===== src/rtl/adc_capture_pkg.sv =====
// -----------------------------------------------------------------------------
// adc_capture_pkg
//   Shared definitions for the ADS131A0x frame capture path: FSM state
//   encoding, the legal ADC word lengths, the channel limit and the width of
//   the status field carried in word 0 of every frame.
// -----------------------------------------------------------------------------
package adc_capture_pkg;

  typedef enum logic [1:0] {
    IDLE  = 2'd0,
    SHIFT = 2'd1,
    DONE  = 2'd2
  } cap_state_e;

  localparam int WORD_BITS_16 = 16;
  localparam int WORD_BITS_24 = 24;
  localparam int WORD_BITS_32 = 32;

  localparam int MAX_CH      = 8;
  localparam int STATUS_BITS = 16;

  function automatic bit legal_word_bits(input int wb);
    return (wb == WORD_BITS_16) || (wb == WORD_BITS_24) || (wb == WORD_BITS_32);
  endfunction

endpackage


===== src/rtl/adc_frame_capture_sync.sv =====
// -----------------------------------------------------------------------------
// spi_edge_sync
//   Brings the SPI master signals into the system_clock domain and derives
//   single-cycle event pulses from them.
//
//   Ports
//     clk        in   system clock, rising edge
//     rst_n      in   asynchronous active-low reset
//     spi_sclk   in   raw SPI clock
//     spi_cs     in   raw active-low chip select
//     spi_miso   in   raw serial data
//     sclk_fall  out  one-cycle pulse: synced SCLK went 1 -> 0
//     cs_fall    out  one-cycle pulse: synced CS asserted (1 -> 0)
//     cs_rise    out  one-cycle pulse: synced CS deasserted (0 -> 1)
//     cs_sync    out  synced CS level (1 = deasserted)
//     miso_sync  out  synced MISO, aligned with the sclk_fall pulse
// -----------------------------------------------------------------------------
module spi_edge_sync
  import adc_capture_pkg::*;
(
  input  logic clk,
  input  logic rst_n,
  input  logic spi_sclk,
  input  logic spi_cs,
  input  logic spi_miso,
  output logic sclk_fall,
  output logic cs_fall,
  output logic cs_rise,
  output logic cs_sync,
  output logic miso_sync
);

  logic sclk_meta_q, sclk_sync_q, sclk_prev_q;
  logic sclk_meta_d, sclk_sync_d, sclk_prev_d;
  logic cs_meta_q, cs_sync_q, cs_prev_q;
  logic cs_meta_d, cs_sync_d, cs_prev_d;
  logic miso_meta_q, miso_sync_q;
  logic miso_meta_d, miso_sync_d;

  always_comb begin
    sclk_meta_d = spi_sclk;
    sclk_sync_d = sclk_meta_q;
    sclk_prev_d = sclk_sync_q;
    cs_meta_d   = spi_cs;
    cs_sync_d   = cs_meta_q;
    cs_prev_d   = cs_sync_q;
    miso_meta_d = spi_miso;
    miso_sync_d = miso_meta_q;
  end

  // CS chain resets to the idle (deasserted) level so that releasing reset
  // with CS high produces no spurious edge.
  always_ff @(posedge clk or negedge rst_n) begin
    if (!rst_n) begin
      sclk_meta_q <= 1'b0;
      sclk_sync_q <= 1'b0;
      sclk_prev_q <= 1'b0;
      cs_meta_q   <= 1'b1;
      cs_sync_q   <= 1'b1;
      cs_prev_q   <= 1'b1;
      miso_meta_q <= 1'b0;
      miso_sync_q <= 1'b0;
    end else begin
      sclk_meta_q <= sclk_meta_d;
      sclk_sync_q <= sclk_sync_d;
      sclk_prev_q <= sclk_prev_d;
      cs_meta_q   <= cs_meta_d;
      cs_sync_q   <= cs_sync_d;
      cs_prev_q   <= cs_prev_d;
      miso_meta_q <= miso_meta_d;
      miso_sync_q <= miso_sync_d;
    end
  end

  // MISO travels through the same two-flop depth as SCLK, so the synced MISO
  // seen in the fall-detect cycle is the bit the ADC held across that edge.
  assign sclk_fall = sclk_prev_q & ~sclk_sync_q;
  assign cs_fall   = cs_prev_q & ~cs_sync_q;
  assign cs_rise   = ~cs_prev_q & cs_sync_q;
  assign cs_sync   = cs_sync_q;
  assign miso_sync = miso_sync_q;

endmodule


===== src/rtl/adc_frame_capture.sv =====
// -----------------------------------------------------------------------------
// adc_frame_capture
//   Deserialises ADS131A0x SPI frames (one status word followed by NUM_CH
//   channel words, MSB first, sampled on SCLK falling edges) observed in the
//   system_clock domain. The status field is published with a one-cycle
//   strobe; channel samples leave through a single-entry valid/ready register,
//   sign-extended to 32 bits.
//
//   Ports
//     system_clock  in   50 MHz clock, rising edge
//     reset_n       in   asynchronous active-low reset
//     spi_sclk      in   SPI clock (asynchronous)
//     spi_cs        in   active-low frame select
//     spi_miso      in   serial ADC data
//     sample_data   out  sign-extended channel sample
//     sample_ch     out  channel index of sample_data
//     sample_valid  out  sample_data/sample_ch valid
//     sample_ready  in   consumer accepts on valid && ready
//     status_word   out  top STATUS_BITS of word 0 of the latest frame
//     status_valid  out  one-cycle strobe when status_word updates
//     frame_done    out  one-cycle strobe after the last word of a frame
//     frame_error   out  one-cycle strobe when CS deasserts mid-frame
//     overrun       out  sticky: a sample was dropped
//     overrun_clr   in   synchronous clear of overrun (a new drop wins)
// -----------------------------------------------------------------------------
module adc_frame_capture
  import adc_capture_pkg::*;
#(
  parameter int WORD_BITS = 24,
  parameter int NUM_CH    = 4,
  parameter int DATA_BITS = 24
) (
  input  logic        system_clock,
  input  logic        reset_n,
  input  logic        spi_sclk,
  input  logic        spi_cs,
  input  logic        spi_miso,
  output logic [31:0] sample_data,
  output logic [2:0]  sample_ch,
  output logic        sample_valid,
  input  logic        sample_ready,
  output logic [15:0] status_word,
  output logic        status_valid,
  output logic        frame_done,
  output logic        frame_error,
  output logic        overrun,
  input  logic        overrun_clr
);

  localparam logic [5:0] LAST_BIT  = 6'(WORD_BITS - 1);
  localparam logic [3:0] LAST_WORD = 4'(NUM_CH);

  // Top DATA_BITS of the word, sign-extended to 32 bits.
  function automatic logic [31:0] sext_sample(input logic [WORD_BITS-1:0] w);
    logic signed [DATA_BITS-1:0] top;
    top = w[WORD_BITS-1 -: DATA_BITS];
    return 32'(top);
  endfunction

  logic sclk_fall, cs_fall, cs_rise, cs_sync, miso_sync;

  spi_edge_sync u_sync (
    .clk       (system_clock),
    .rst_n     (reset_n),
    .spi_sclk  (spi_sclk),
    .spi_cs    (spi_cs),
    .spi_miso  (spi_miso),
    .sclk_fall (sclk_fall),
    .cs_fall   (cs_fall),
    .cs_rise   (cs_rise),
    .cs_sync   (cs_sync),
    .miso_sync (miso_sync)
  );

  cap_state_e           state_q, state_d;
  logic [5:0]           bit_cnt_q, bit_cnt_d;
  logic [3:0]           word_cnt_q, word_cnt_d;
  logic [WORD_BITS-1:0] shift_q, shift_d;
  logic [31:0]          sample_data_q, sample_data_d;
  logic [2:0]           sample_ch_q, sample_ch_d;
  logic                 sample_valid_q, sample_valid_d;
  logic [15:0]          status_word_q, status_word_d;
  logic                 status_valid_q, status_valid_d;
  logic                 frame_done_q, frame_done_d;
  logic                 frame_error_q, frame_error_d;
  logic                 overrun_q, overrun_d;

  logic [WORD_BITS-1:0] word_next;
  logic                 accept;

  always_comb begin
    state_d        = state_q;
    bit_cnt_d      = bit_cnt_q;
    word_cnt_d     = word_cnt_q;
    shift_d        = shift_q;
    sample_data_d  = sample_data_q;
    sample_ch_d    = sample_ch_q;
    sample_valid_d = sample_valid_q;
    status_word_d  = status_word_q;
    status_valid_d = 1'b0;
    frame_done_d   = 1'b0;
    frame_error_d  = 1'b0;
    overrun_d      = overrun_q;

    word_next = {shift_q[WORD_BITS-2:0], miso_sync};
    accept    = sample_valid_q & sample_ready;

    if (accept) begin
      sample_valid_d = 1'b0;
    end
    // Clear is applied first so that a drop in the same cycle overrides it.
    if (overrun_clr) begin
      overrun_d = 1'b0;
    end

    case (state_q)
      IDLE: begin
        if (cs_fall) begin
          bit_cnt_d  = '0;
          word_cnt_d = '0;
          shift_d    = '0;
          state_d    = SHIFT;
        end
      end

      SHIFT: begin
        if (sclk_fall) begin
          shift_d = word_next;
          if (bit_cnt_q == LAST_BIT) begin
            bit_cnt_d  = '0;
            word_cnt_d = word_cnt_q + 4'd1;
            if (word_cnt_q == 4'd0) begin
              status_word_d  = word_next[WORD_BITS-1 -: STATUS_BITS];
              status_valid_d = 1'b1;
            end else if (!sample_valid_q || accept) begin
              // Register is empty or being drained this cycle.
              sample_data_d  = sext_sample(word_next);
              sample_ch_d    = 3'(word_cnt_q - 4'd1);
              sample_valid_d = 1'b1;
            end else begin
              overrun_d = 1'b1;
            end
            if (word_cnt_q == LAST_WORD) begin
              frame_done_d = 1'b1;
              state_d      = DONE;
            end
          end else begin
            bit_cnt_d = bit_cnt_q + 6'd1;
          end
        end
        // Evaluated after the shift so a word completing on the same cycle
        // is delivered before the abort discards the rest of the frame.
        if (cs_rise) begin
          frame_error_d = 1'b1;
          state_d       = IDLE;
          bit_cnt_d     = '0;
          word_cnt_d    = '0;
          shift_d       = '0;
        end
      end

      DONE: begin
        if (cs_sync) begin
          state_d = IDLE;
        end
      end

      default: state_d = IDLE;
    endcase
  end

  always_ff @(posedge system_clock or negedge reset_n) begin
    if (!reset_n) begin
      state_q        <= IDLE;
      bit_cnt_q      <= '0;
      word_cnt_q     <= '0;
      shift_q        <= '0;
      sample_data_q  <= '0;
      sample_ch_q    <= '0;
      sample_valid_q <= 1'b0;
      status_word_q  <= '0;
      status_valid_q <= 1'b0;
      frame_done_q   <= 1'b0;
      frame_error_q  <= 1'b0;
      overrun_q      <= 1'b0;
    end else begin
      state_q        <= state_d;
      bit_cnt_q      <= bit_cnt_d;
      word_cnt_q     <= word_cnt_d;
      shift_q        <= shift_d;
      sample_data_q  <= sample_data_d;
      sample_ch_q    <= sample_ch_d;
      sample_valid_q <= sample_valid_d;
      status_word_q  <= status_word_d;
      status_valid_q <= status_valid_d;
      frame_done_q   <= frame_done_d;
      frame_error_q  <= frame_error_d;
      overrun_q      <= overrun_d;
    end
  end

  assign sample_data  = sample_data_q;
  assign sample_ch    = sample_ch_q;
  assign sample_valid = sample_valid_q;
  assign status_word  = status_word_q;
  assign status_valid = status_valid_q;
  assign frame_done   = frame_done_q;
  assign frame_error  = frame_error_q;
  assign overrun      = overrun_q;

endmodule


===== config.mk =====
export PLATFORM = sky130hd
export DESIGN_NAME = adc_frame_capture
export DESIGN_NICKNAME = d
export VERILOG_FILES = /design/src/rtl/adc_capture_pkg.sv /design/src/rtl/adc_frame_capture_sync.sv /design/src/rtl/adc_frame_capture.sv
export SDC_FILE = /design/constraint.sdc
export NUM_CORES = 1
export LEC_CHECK = 0
export BUFFER_PORTS_ARGS = -buffer_cell sky130_fd_sc_hd__buf_2
export CELL_PAD_IN_SITES_DETAIL_PLACEMENT = 1
export CELL_PAD_IN_SITES_GLOBAL_PLACEMENT = 2
export CORE_AREA = 4 4 102 104
export DETAILED_ROUTE_END_ITERATION = 7
export DIE_AREA = 0 0 106 108
export PLACE_DENSITY_LB_ADDON = 0.05
export SLEW_MARGIN = 20
export SYNTH_ARGS = -nofsm -noshare
export SYNTH_HDL_FRONTEND = slang
export SYNTH_SLANG_ARGS = --single-unit

===== constraint.sdc =====
create_clock -name system_clock -period 5.25 [get_ports system_clock]
set_input_delay 0.2625 -clock system_clock [delete_from_list [all_inputs] [get_ports system_clock]]
set_output_delay 0.2625 -clock system_clock [all_outputs]
set_load 0.03 [all_outputs]

* Word level (Yosys, flattened, before mapping)
Index checks and enable logic that the tools add are counted.
** Word-level totals
- Bits in registers :: 91
- Word-level logic and storage cells :: 93
- Output and inout bits :: 56
- Input bits :: 7
** Operators by class
- Eq/ne operators :: 9
- Reduce and logical (&&, ||, !) cells :: 10
- Mux-type cells :: 43
- $add $sub $neg :: 3
- Bitwise logic cells :: 8
** Operators by type and width (number)
- $mux W23 :: 3
- $pmux W23 S2 :: 1
- $mux W6 :: 4
- $mux W1 :: 22
- $mux W4 :: 4
- $mux W2 :: 6
- $pmux W6 S2 :: 1
- $reduce_and A5 Y1 :: 2
- $ne A3 B3 Y1 const B :: 3
- $pmux W4 S2 :: 1
- $reduce_and A4 Y1 :: 2
- $add A6 B1 Y6 const B :: 1
- $eq A6 B5 Y1 const B :: 1
- $pmux W2 S3 :: 1
- $add A4 B1 Y4 const B :: 1
- $and A1 B1 Y1 :: 4
- $eq A4 B3 Y1 const B :: 1
- $logic_not A4 Y1 :: 1
- $not A1 Y1 :: 4
- $reduce_and A3 Y1 :: 1
- $sub A3 B1 Y3 const B :: 1
- $eq A2 B1 Y1 const B :: 1
- $eq A2 B2 Y1 const B :: 1
- $logic_not A2 Y1 :: 1
- other kinds (5) :: 5

* Depth between registers and ports, before layout
Gate-level depths: netlist of the first run.
- Word-level depth :: 7
- Depth in mapped cells :: 7
- Depth with buffers taken out :: 7

* By module
Synthesis of the first run repeated with hierarchy kept, for this count alone.
** Second synthesis, totals
- Cells, all modules :: 316
- Area total of the unflattened synthesis :: 3896.2 µm²
** By module, submodules not included
- adc_frame_capture :: cells each 305, sequential area each 2077.0 µm², area each 3671.0 µm², instances 1
- spi_edge_sync :: cells each 11, sequential area each 203.9 µm², area each 225.2 µm², instances 1

* Worst setup path before layout of the first run
OpenSTA, ideal clock, no wires.
- Kind :: reg2reg
- From :: reg bit_cnt_q[0]
- To :: reg status_word_q[10] (netlist: status_word[10])
- Arrival time :: 1.948 ns
- Path buffers :: 1
- Period minus slack after synthesis :: 2.072 ns
- Cell stages (with the launch flop) :: 7
- Slack :: 3.178 ns
- Setup time :: 0.125 ns
- Required time :: 5.125 ns
- Path through :: dfrtp_1 > ha_1 > nand4b_1 > or4_4 > nor2_4 > buf_4 > mux2_2
** Between the ends
- Longest elaborated chain between the ends :: 2
** RTL lines
- start: declaration :: RTL line adc_frame_capture.sv:76 : logic [5:0] bit_cnt_q, bit_cnt_d;
- start signal: assignment :: RTL line adc_frame_capture.sv:188 : bit_cnt_q <= bit_cnt_d;
- $eq A6 B5 Y1 :: RTL line adc_frame_capture.sv:129 : if (bit_cnt_q == LAST_BIT) begin
- $reduce_and A4 Y1 (no line)
- end signal: assignment :: RTL line adc_frame_capture.sv:194 : status_word_q <= status_word_d;
- end: declaration :: RTL line adc_frame_capture.sv:82 : logic [15:0] status_word_q, status_word_d;
No other way between the ends.
A chain may end at the register's enable or synchronous reset.

* Worst setup path after layout of the first run
- From :: reg bit_cnt_q[0]
- To :: reg sample_data_q[22] (netlist: sample_data[22])
** Between the ends
- Longest elaborated chain between the ends :: 2
** RTL lines
- $eq A6 B5 Y1 :: RTL line adc_frame_capture.sv:129
- $reduce_and A5 Y1 (no line)
- end signal: assignment :: RTL line adc_frame_capture.sv:191 : sample_data_q <= sample_data_d;
- end: declaration :: RTL line adc_frame_capture.sv:79 : logic [31:0] sample_data_q, sample_data_d;
No other way between the ends.

==> results.ini, run 1 <==
[critical_path]
crit_fanout=30
cp_num_buf_inv=0
crit_type=flip-flop to flip-flop
crit_chain=ha_1, nand4b_1, or4_4, nand3b_4, mux2_1
cpPeakStageDelay_ps=550
end_kind=flip-flop
cpLargestDelayFamily=simple AND/OR/NAND/NOR gates
slowest_stage=or4_4
worstPathRequired_ps=5480
crit_path_start_kind=flip-flop
crit_arrival_ps=2720

[detailed_routing]
dr.pass1.iters=3
drt-initial-drc-count=27
drc=0
via_count=2301
ant_nets=0
drt_wl_total_um=7330
wl_per_cell_um=14.9
routed_via_density=4.67

[place]
dp_slack_ps=2720
dpl_cell_area_sq_mm=0.00408
gp_congestion=0.736
place_hpwl_um=4840
dp.cells=474
port_buffers=62

[sta]
skew_ps=7.67
period_share_pct=47.4
slew_headroom_pct=38.0
setup_slack_ps=2760
fmax_mhz=402
hold_ws_ps=20.4
setup_violations=0
rsz0062_at_grt=no
tightest_slew_ps=926
hold_viol_final=0
setup_tns_ps=0
min_period_ps=2490
slew_violations=0

[global_routing]
grt_pass1_vias=2354
grtUsageTotal_pct=13.7
grt.overflow.total=0
antenna_found_initial=0
grt_pass1_wl_um=12200
grt_max_degree=68

[cts]
numClockSinks=91
clockBufferDepth=2
clock_latency_ps=350
cts_tree=yes
cts-htree-levels=3
clk_pin_slew_ps=90
cts_buffers=9
cts_resized=0
root_buffer=clkbuf_8

[power_and_ir_drop]
p_leak_nw=2.25
vdd_drop_max_v=0.000151
p_per_area_mw_per_mm2=327
p_total_mw=1.42

[final_layout]
layout_common_cells=dfrtp_1 (88), buf_2 (61), nand2_1 (55), o21ai_0 (31), mux2_4 (20)
syn_to_final_growth_pct=16.8
n_antenna_cell=0
final_nets=366
layout_commonest_cell=dfrtp_1
layout-drive-gt1-share_pct=34.7
final_util_pct=45.5
final_cell_area_sq_mm=0.00434
fin_cells=493

[synth]
netlist_instances=299
synth-compound-area-share_pct=6.02
synth-seq-cells=91
synth_cell_types=36
muxShareOfSynthArea_pct=14.4
yosys_warnings=0
synthSimpleGateAreaFrac_pct=11.6
synth_fp_nets=310
syn-cell-area_sq_mm=0.00372
synthAdderAreaFrac_pct=1.35
syn_avg_cell_area_sq_um=12.4
synth_top_family_by_area=multiplexers
seq_area_frac_synth_pct=61.4
synthXorXnorAreaFrac_pct=1.18

[floorplanning]
dieArea_sq_mm=0.0114
rows=36
initial_core_util_pct=38.9
core_area_sq_mm=0.00955
dieWidth_um=106
die_h_um=108
ios=63

[run]
drv_cap=0

[min_path]
hp-class=primary input to flip-flop

[run_status]
outcome=complete, no violations

-- state kept, by name, indices dropped and copies added, names as in the netlist, 2 cells and up --
register,flops
shift_q,23
status_word,16
bit_cnt_q,6
state_q,2
sample_ch,3
sample_data,24
word_cnt_q,4
-- cells by family after synthesis --
| group | Yosys count |
|---|---|
| AOI/OAI and AO/OA | 41 |
| DFF | 91 |
| and+or+nand+nor | 92 |
| buffers and inverters | 25 |
| muxes | 41 |
| xor gates and xnor gates | 5 |
| adders and majority gates | 4 |
-- cell type report --
cell class / instances / area (sq um)
tap: 133 / 166
timing repair buffer: 67 / 358
clock buffer: 11 / 151
multi-input combinational: 183 / 1290
fill: 1046 / 5210
clock inverter: 5 / 83.8
sequential: 91 / 2280
inverter: 3 / 11.3
-- power breakdown --
part | switching, mW | internal [mW] | total, mW
logic | 0.0928 | 0.0404 | 0.133
registers | 0.0190 | 0.723 | 0.742
clock network | 0.247 | 0.296 | 0.543
-- worst reg2reg max path, stage by stage (launching register included) --
cell and delay, ps:
dfrtp_1 400, ha_1 230, nand4b_1 160, or4_4 550, nand3b_4 530, mux2_1 500
-- path summary, 6_finish.rpt --
check | from | end | slack [ps] | cells past startpoint
max | bit_cnt_q[0]$_DFFE_PN0P_ | sample_data[22]$_DFFE_PN0P_ | 2760 | 5
min | spi_sclk | u_sync.sclk_meta_q$_DFF_PN0_ | 20 | 1
max reg2reg | bit_cnt_q[0]$_DFFE_PN0P_ | sample_data[22]$_DFFE_PN0P_ | 2760 | 5
min reg2reg | u_sync.sclk_meta_q$_DFF_PN0_ | u_sync.sclk_prev_d$_DFF_PN0_ | 360 | 0
max in group asynchronous | reset_n | word_cnt_q[0]$_DFFE_PN0P_ | 3760 | 3
min in group asynchronous | reset_n | status_word[3]$_DFFE_PN0P_ | 340 | 2
-- synth_stat cells --
| cell | count | share of area (%) |
|---|---|---|
| nor3_1 | 1 | 0.13 |
| xor2_1 | 1 | 0.24 |
| nand3b_1 | 2 | 0.40 |
| buf_4 | 9 | 1.8 |
| a21o_1 | 1 | 0.20 |
| clkbuf_1 | 10 | 1.0 |
| o22ai_1 | 1 | 0.17 |
| ha_1 | 4 | 1.3 |
| dfrtp_1 | 88 | 59 |
| nor2b_1 | 1 | 0.17 |
| mux2_4 | 20 | 8.1 |
| nor4_1 | 1 | 0.17 |
| or3b_2 | 1 | 0.24 |
| a21oi_1 | 4 | 0.54 |
| mux2_2 | 16 | 4.8 |
| nand2_1 | 55 | 5.6 |
| mux2i_1 | 1 | 0.27 |
| xnor2_1 | 4 | 0.94 |
| dfstp_2 | 3 | 2.1 |
| or4_4 | 1 | 0.30 |
| nand3b_4 | 1 | 0.54 |
| a2bb2oi_1 | 1 | 0.24 |
| and4_1 | 1 | 0.24 |
| nand2b_1 | 7 | 1.2 |
| and2_1 | 1 | 0.17 |
| nand3_1 | 6 | 0.81 |
| buf_6 | 3 | 0.91 |
| inv_1 | 3 | 0.30 |
| nor2_4 | 1 | 0.30 |
| a22o_1 | 1 | 0.24 |
| nand4b_1 | 1 | 0.24 |
| mux2_1 | 4 | 1.2 |
| a32o_1 | 1 | 0.27 |
| o21ai_0 | 31 | 4.2 |
| nor2_1 | 12 | 1.2 |
| o31ai_1 | 1 | 0.20 |
-- routing by layer --
layer  GRT usage [%]  part of all wire (%)  wire, um  up-vias
met4            5.83                   1.5       108        0
met5               0                     0         0        -
met3            2.57                   3.2       231        9
li1                -                     -         -     1114
met1            17.6                    47      3420     1143
met2            22.8                    49      3570       35
-- repair_timing --
action,4_1_cts,5_1_grt
hold endpoints to repair,26,0
setup buffers,0,0
hold buffers,3,0
No activity file was read; power rests on OpenSTA's default activity.
==> inputs of run 2 (changes only) <==
Settings changed: CORE_AREA 4 4 102 104 to 4 4 112 114, DIE_AREA 0 0 106 108 to 0 0 116 118.
Clock period 5.25 ns to 2.1 ns, I/O delays scaled along.
==> run 2 against run 1 <==
Against the previous run: maximum frequency rose by 20%; flip-flop and latch count did not move; global-route usage fell by 1.4 points; non-clock buffer count rose by 18; clock skew barely moved; largest cell class unchanged; largest power group unchanged.
==> results.ini, run 2 (synthesis gave the netlist of run 1 again) <==
[detailed_routing]
routed_via_density=4.59
dr.pass1.iters=4
drt-initial-drc-count=52
via_count=2393
drc=0
wl_per_cell_um=15.2
ant_nets=0
drt_wl_total_um=7900

[cts]
cts_buffers=9
cts-htree-levels=3
root_buffer=clkbuf_16
numClockSinks=91
cts_tree=yes
clockBufferDepth=2
clock_latency_ps=340
clk_pin_slew_ps=60

[final_layout]
layout_common_cells=dfrtp_1 (88), buf_2 (61), nand2_1 (55), o21ai_0 (31), mux2_4 (23)
n_antenna_cell=0
layout_commonest_cell=dfrtp_1
seq_area_sq_mm=0.00228
layout-drive-gt1-share_pct=38.4
final_nets=384
final_util_pct=40.9
largest_reg_flops=24
syn_to_final_growth_pct=25.6
multi_input_area_sq_mm=0.00131
fillers=1227

[critical_path]
cpPeakStageDelay_ps=550
crit_path_start_kind=flip-flop
crit_type=flip-flop to flip-flop
ff2ff_path_depth=6
end_kind=flip-flop
crit_arrival_ps=2290
r2r-start=bit_cnt_q[0]$_DFFE_PN0P_
crit_chain=ha_2, nand4b_1, or4_4, nand3b_4, clkbuf_16, mux2_4
crit_fanout=15
r2r_slack_ps=30
worstReg2RegEnd=sample_data[18]$_DFFE_PN0P_
slowest_stage=or4_4
crit_start=bit_cnt_q[0]$_DFFE_PN0P_
worstPathRequired_ps=2320
cp-endpoint=sample_data[18]$_DFFE_PN0P_

[min_path]
hp-class=primary input to flip-flop

[place]
place_hpwl_um=5290
port_buffers=62
dp_slack_ps=20.0
gp_congestion=0.730

[sta]
period_share_pct=98.7
setup_slack_ps=27.7
hold_viol_final=0
setup_violations=0
slew_violations=0
tightest_slew_ps=396
min_period_ps=2070
slew_headroom_pct=73.5
fmax_mhz=483
skew_ps=7.78
rsz0062_at_grt=yes

[power_and_ir_drop]
vdd_drop_max_v=0.000477
switching_share_pct=24.1
p_leak_nw=2.41
p_total_mw=4.04
p_per_area_mw_per_mm2=865
clockPowerShare_pct=43.1
power_frac_seq_pct=45.9
comb_power_share_pct=11.1
netSwitchingPower_mw=0.972
internal_power_mw=3.07

[global_routing]
grt.overflow.total=0
antenna_found_initial=0
grt_pass1_vias=2569
grt_max_degree=32
grtUsageMet3_pct=2.67
busiest_layer=met2
grtUsageTotal_pct=12.3
grt_pass1_wl_um=13300
grt_use_met2_pct=19.1
grtUsageMet1_pct=16.1

[floorplanning]
initial_core_util_pct=32.6
core_area_sq_mm=0.0114
ios=63
rows=39
dieWidth_um=116
dieArea_sq_mm=0.0137
die_h_um=118

[run]
drv_cap=0

[run_status]
outcome=complete, no violations

-- run 2: changes by cell type in the layout (fill, tap and decap cells not counted), sizes merged --
| cell | previous run | this run |
|---|---|---|
| dlygate4sd3 | 3 | 5 |
| buf | 64 | 79 |
| clkinv | 0 | 2 |
| inv | 4 | 3 |
-- run 2: cell type report --
type	instances	area share [%]
clock inverter	6	1.90
multi-input combinational	183	28.0
tap	143	3.83
timing repair buffer	85	12.1
inverter	3	0.241
sequential	91	48.8
clock buffer	10	5.12
-- run 2: worst max-delay path: cells and delay by family (launching register included) --
family | cells | cell delay, ps
flip-flops | 1 | 350
multiplexers | 1 | 300
buffers and inverters | 1 | 210
AND/OR/NAND/NOR | 3 | 910
adder cells (fa/ha/maj) | 1 | 180
-- run 2: how the worst min path moves through the flow --
stage	cells past startpoint	slack [ps]	from	end
finish	3	190	sample_ready	sample_valid$_DFF_PN0_
global route	3	190	sample_ready	sample_valid$_DFF_PN0_
CTS	3	160	sample_ready	sample_valid$_DFF_PN0_
detailed placement	1	60	reset_n	sample_data[9]$_DFFE_PN0P_
global placement	1	60	reset_n	sample_data[9]$_DFFE_PN0P_
floorplan	0	-190	reset_n	bit_cnt_q[0]$_DFFE_PN0P_
-- run 2: per-layer routing --
metal  part of all wire (%)  wire [um]
met1                     46       3630
met2                     48       3780
met3                    4.2        334
met4                    2.0        155
met5                      0          0
-- run 2: per-stage QoR --
step	hold WS, ps	cell area [sq um]	setup TNS [ps]	std cells
floorplan	-191	3720	0	299
global placement	57.7	4240	0	498
detailed placement	60.3	4240	0	498
CTS	163	4620	0	519
global route	188	4670	-951	521
finish	188	4670	0	521
-- run 2: power groups by stage --
stage | clock network, mW | registers, mW | logic [mW]
3_3_place_gp | 0 | 1.88 | 0.433
6_report | 1.74 | 1.85 | 0.447
5_1_grt | 1.88 | 1.86 | 0.511
3_5_place_dp | 0 | 1.89 | 0.431
2_1_floorplan | 0 | 1.88 | 0.234
4_1_cts | 1.81 | 1.85 | 0.440
-- run 2: repair_timing --
item                                    in CTS  in global routing
resized for setup                            0                  5
endpoints found under the setup margin       0                 37
setup buffers                                0                  1
hold buffers                                 5                  0
hold endpoints to repair                    28                  0
==> inputs of run 3 (changes only) <==
Settings changed: ABC_AREA set to 1, CORE_AREA 4 4 112 114 to 4 4 116 118, DIE_AREA 0 0 116 118 to 0 0 120 122.
==> run 3 against run 2 <==
Against the previous run: largest cell class unchanged; clock power fell by 4%; largest power group unchanged; synthesized cell count rose by 34%; critical path type unchanged; clock skew barely moved; critical path depth rose by 2; non-clock buffer count fell by 11; routed wire length rose by 16%; worst hold slack got worse by 53 ps; maximum frequency rose by 8.7%; setup slack improved by 170 ps; total power rose by 16%; critical endpoint unchanged; combinational power rose by 140%.
==> results.ini, run 3 <==
[run_status]
outcome=complete, no violations

[synth]
synthSimpleGateAreaFrac_pct=20.1
muxShareOfSynthArea_pct=0
seq_area_frac_synth_pct=60.4
synth_fp_nets=412
yosysTopAreaCellShare_pct=58.4
synth-compound-area-share_pct=9.48
synthTopCellsByCount=nand2_1 (104), dfrtp_1 (88), o21ai_1 (51), inv_1 (35), nand3_1 (34)
netlist_instances=401
synth_top_family_by_area=simple AND/OR/NAND/NOR gates
ys_top_cells_by_area=dfrtp_1 (58%), nand2_1 (10%), o21ai_1 (6.8%)
synth_top_cell_by_area=dfrtp_1
yosys_warnings=0
syn-cell-area_sq_mm=0.00377
synth_flop_cell=dfrtp_1
synthXorXnorAreaFrac_pct=0.696
synth.most_common_cell=nand2_1
synth-seq-cells=91
synthAdderAreaFrac_pct=1.33
syn_avg_cell_area_sq_um=9.41
async_reset_ff_share_pct=100
synth-edff-count=0
synth_cell_types=25

[cts]
clockBufferDepth=2
cts-htree-levels=3
clk_pin_slew_ps=70
root_buffer=clkbuf_16
clock_latency_ps=340
numClockSinks=91
cts_tree=yes
cts_buffers=9
cts_setup_buffers=0

[critical_path]
worstPathRequired_ps=2320
worstReg2RegEnd=sample_data[18]$_DFFE_PN0P_
crit_path_start_kind=flip-flop
r2r-start=word_cnt_q[0]$_DFFE_PN0P_
crit_type=flip-flop to flip-flop
end_kind=flip-flop
crit_fanout=23
crit_arrival_ps=2120
ff2ff_path_depth=8
r2r_slack_ps=190

[global_routing]
grtUsageTotal_pct=12.9
grt_pass1_vias=2895
grt_pass1_wl_um=14900
grt.overflow.total=0
grt_max_degree=47
antenna_found_initial=0

[power_and_ir_drop]
vdd_drop_max_v=0.000448
internal_power_mw=3.14
switching_share_pct=33.0
clockPowerShare_pct=35.5
p_per_area_mw_per_mm2=1010
comb_power_share_pct=23.2
netSwitchingPower_mw=1.55
power_frac_seq_pct=41.3
p_leak_nw=2.29

[sta]
fmax_mhz=525
skew_ps=7.97
setup_violations=0
period_share_pct=90.8
tightest_slew_ps=441
hold_ws_ps=134
hold_viol_final=0
setup_tns_ps=0
min_period_ps=1910
slew_headroom_pct=70.6
slew_violations=0
rsz0062_at_grt=no

[min_path]
hp-class=primary input to flip-flop
timing.hold.worst.start=sample_ready
hold_depth=4
worstHoldEndpoint=overrun$_DFF_PN0_

[final_layout]
syn_to_final_growth_pct=22.4
final_nets=475
final_cell_area_sq_mm=0.00462
largest_reg_flops=24
layout-drive-gt1-share_pct=22.6
layout_commonest_cell=nand2_1
n_antenna_cell=0
fin_cells=641
layout_common_cells=nand2_1 (104), dfrtp_1 (88), buf_2 (61), o21ai_1 (51), inv_1 (35)
final_util_pct=37.1

[detailed_routing]
drt_wl_total_um=9200
wl_per_cell_um=14.3
wl_met1_um=4520
via_count=2825
highest_layer=met4
ant_nets=0
routed_via_density=4.41
drc=0
met3_length_um=310
wl_met2_um=4220
dr.pass1.iters=4
drt-initial-drc-count=141

[place]
dp.cells=618
dpl_cell_area_sq_mm=0.00423
place_hpwl_um=5980
gp_congestion=0.787
port_buffers=62

[floorplanning]
initial_core_util_pct=30.3
dieWidth_um=120
ios=63
dieArea_sq_mm=0.0146
rows=41
die_h_um=122
core_area_sq_mm=0.0125

[run]
drv_cap=0

run 3: cell types whose count changed in the layout (fill, tap and decap cells not counted), sizes merged, moves of 2 or more:
cell,change
nand3b,-3
nor2,+10
nand4,+2
clkinv,+2
nand2,+52
nand3,+33
xnor2,-3
mux2,-40
clkinvlp,-2
buf,-10
inv,+34
nand2b,-7
o21ai,+36
run 3: worst max-delay path by stage:
| stage | start | to | slack [ps] | cells after the start |
|---|---|---|---|---|
| detailed placement | word_cnt_q[0]$_DFFE_PN0P_ | sample_data[9]$_DFFE_PN0P_ | 150 | 8 |
| global placement | word_cnt_q[0]$_DFFE_PN0P_ | sample_ch[0]$_DFFE_PN0P_ | 200 | 8 |
| global route | word_cnt_q[0]$_DFFE_PN0P_ | sample_data[1]$_DFFE_PN0P_ | 30 | 8 |
| CTS | word_cnt_q[0]$_DFFE_PN0P_ | sample_data[9]$_DFFE_PN0P_ | 120 | 8 |
| finish | word_cnt_q[0]$_DFFE_PN0P_ | sample_data[18]$_DFFE_PN0P_ | 190 | 8 |
| floorplan | word_cnt_q[0]$_DFFE_PN0P_ | sample_data[0]$_DFFE_PN0P_ | 590 | 9 |
run 3: power groups by stage:
| stage | clock, mW | sequential, mW | combinational (mW) |
|---|---|---|---|
| CTS | 1.73 | 1.94 | 1.09 |
| detailed placement | 0 | 1.97 | 1.07 |
| finish | 1.67 | 1.94 | 1.09 |
| global placement | 0 | 1.97 | 1.07 |
| global route | 1.81 | 1.95 | 1.25 |
| floorplan | 0 | 1.95 | 0.745 |
run 3: worst max-delay path, stage by stage (launching register included):
cell	delay (ps)
dfrtp_1	410
inv_1	90
ha_1	220
nand2_1	90
nor2_1	70
nor2_2	320
nand3_4	370
nand2_1	140
o21ai_1	70
run 3: final cells by class:
cell class,count,area (sq um)
Tap cell,172,215
Clock inverter,4,48.8
Multi-Input combinational cell,250,1220
Sequential cell,91,2280
Inverter,38,143
Clock buffer,12,256
Timing Repair Buffer,74,453
Fill cell,1469,7850
run 3: per-stage QoR:
step / setup slack, ps / power (mW)
after floorplan: 592 / 2.70
after global placement: 195 / 3.04
after detailed placement: 146 / 3.04
after CTS: 122 / 4.75
after global routing: 27.9 / 5.02
final: 194 / 4.69
run 3: repair_timing:
action                                  4_1_cts  5_1_grt
endpoints found under the hold margin        35        0
resized for setup                             0        2
hold buffers                                  5        0
endpoints found under the setup margin        0       25
run 3: cell families after synthesis:
group,after synthesis
buffers and inverters,62
and+or+nand+nor,171
AOI/OAI and AO/OA,70
adders and majority gates,4
DFF,91
xor gates and xnor gates,3
run 3: metal layers:
metal | GRT usage, % | up-vias
met2 | 20.6 | 35
li1 | - | 1405
met3 | 2.55 | 9
met4 | 5.58 | 0
met5 | 0 | -
met1 | 17.1 | 1376
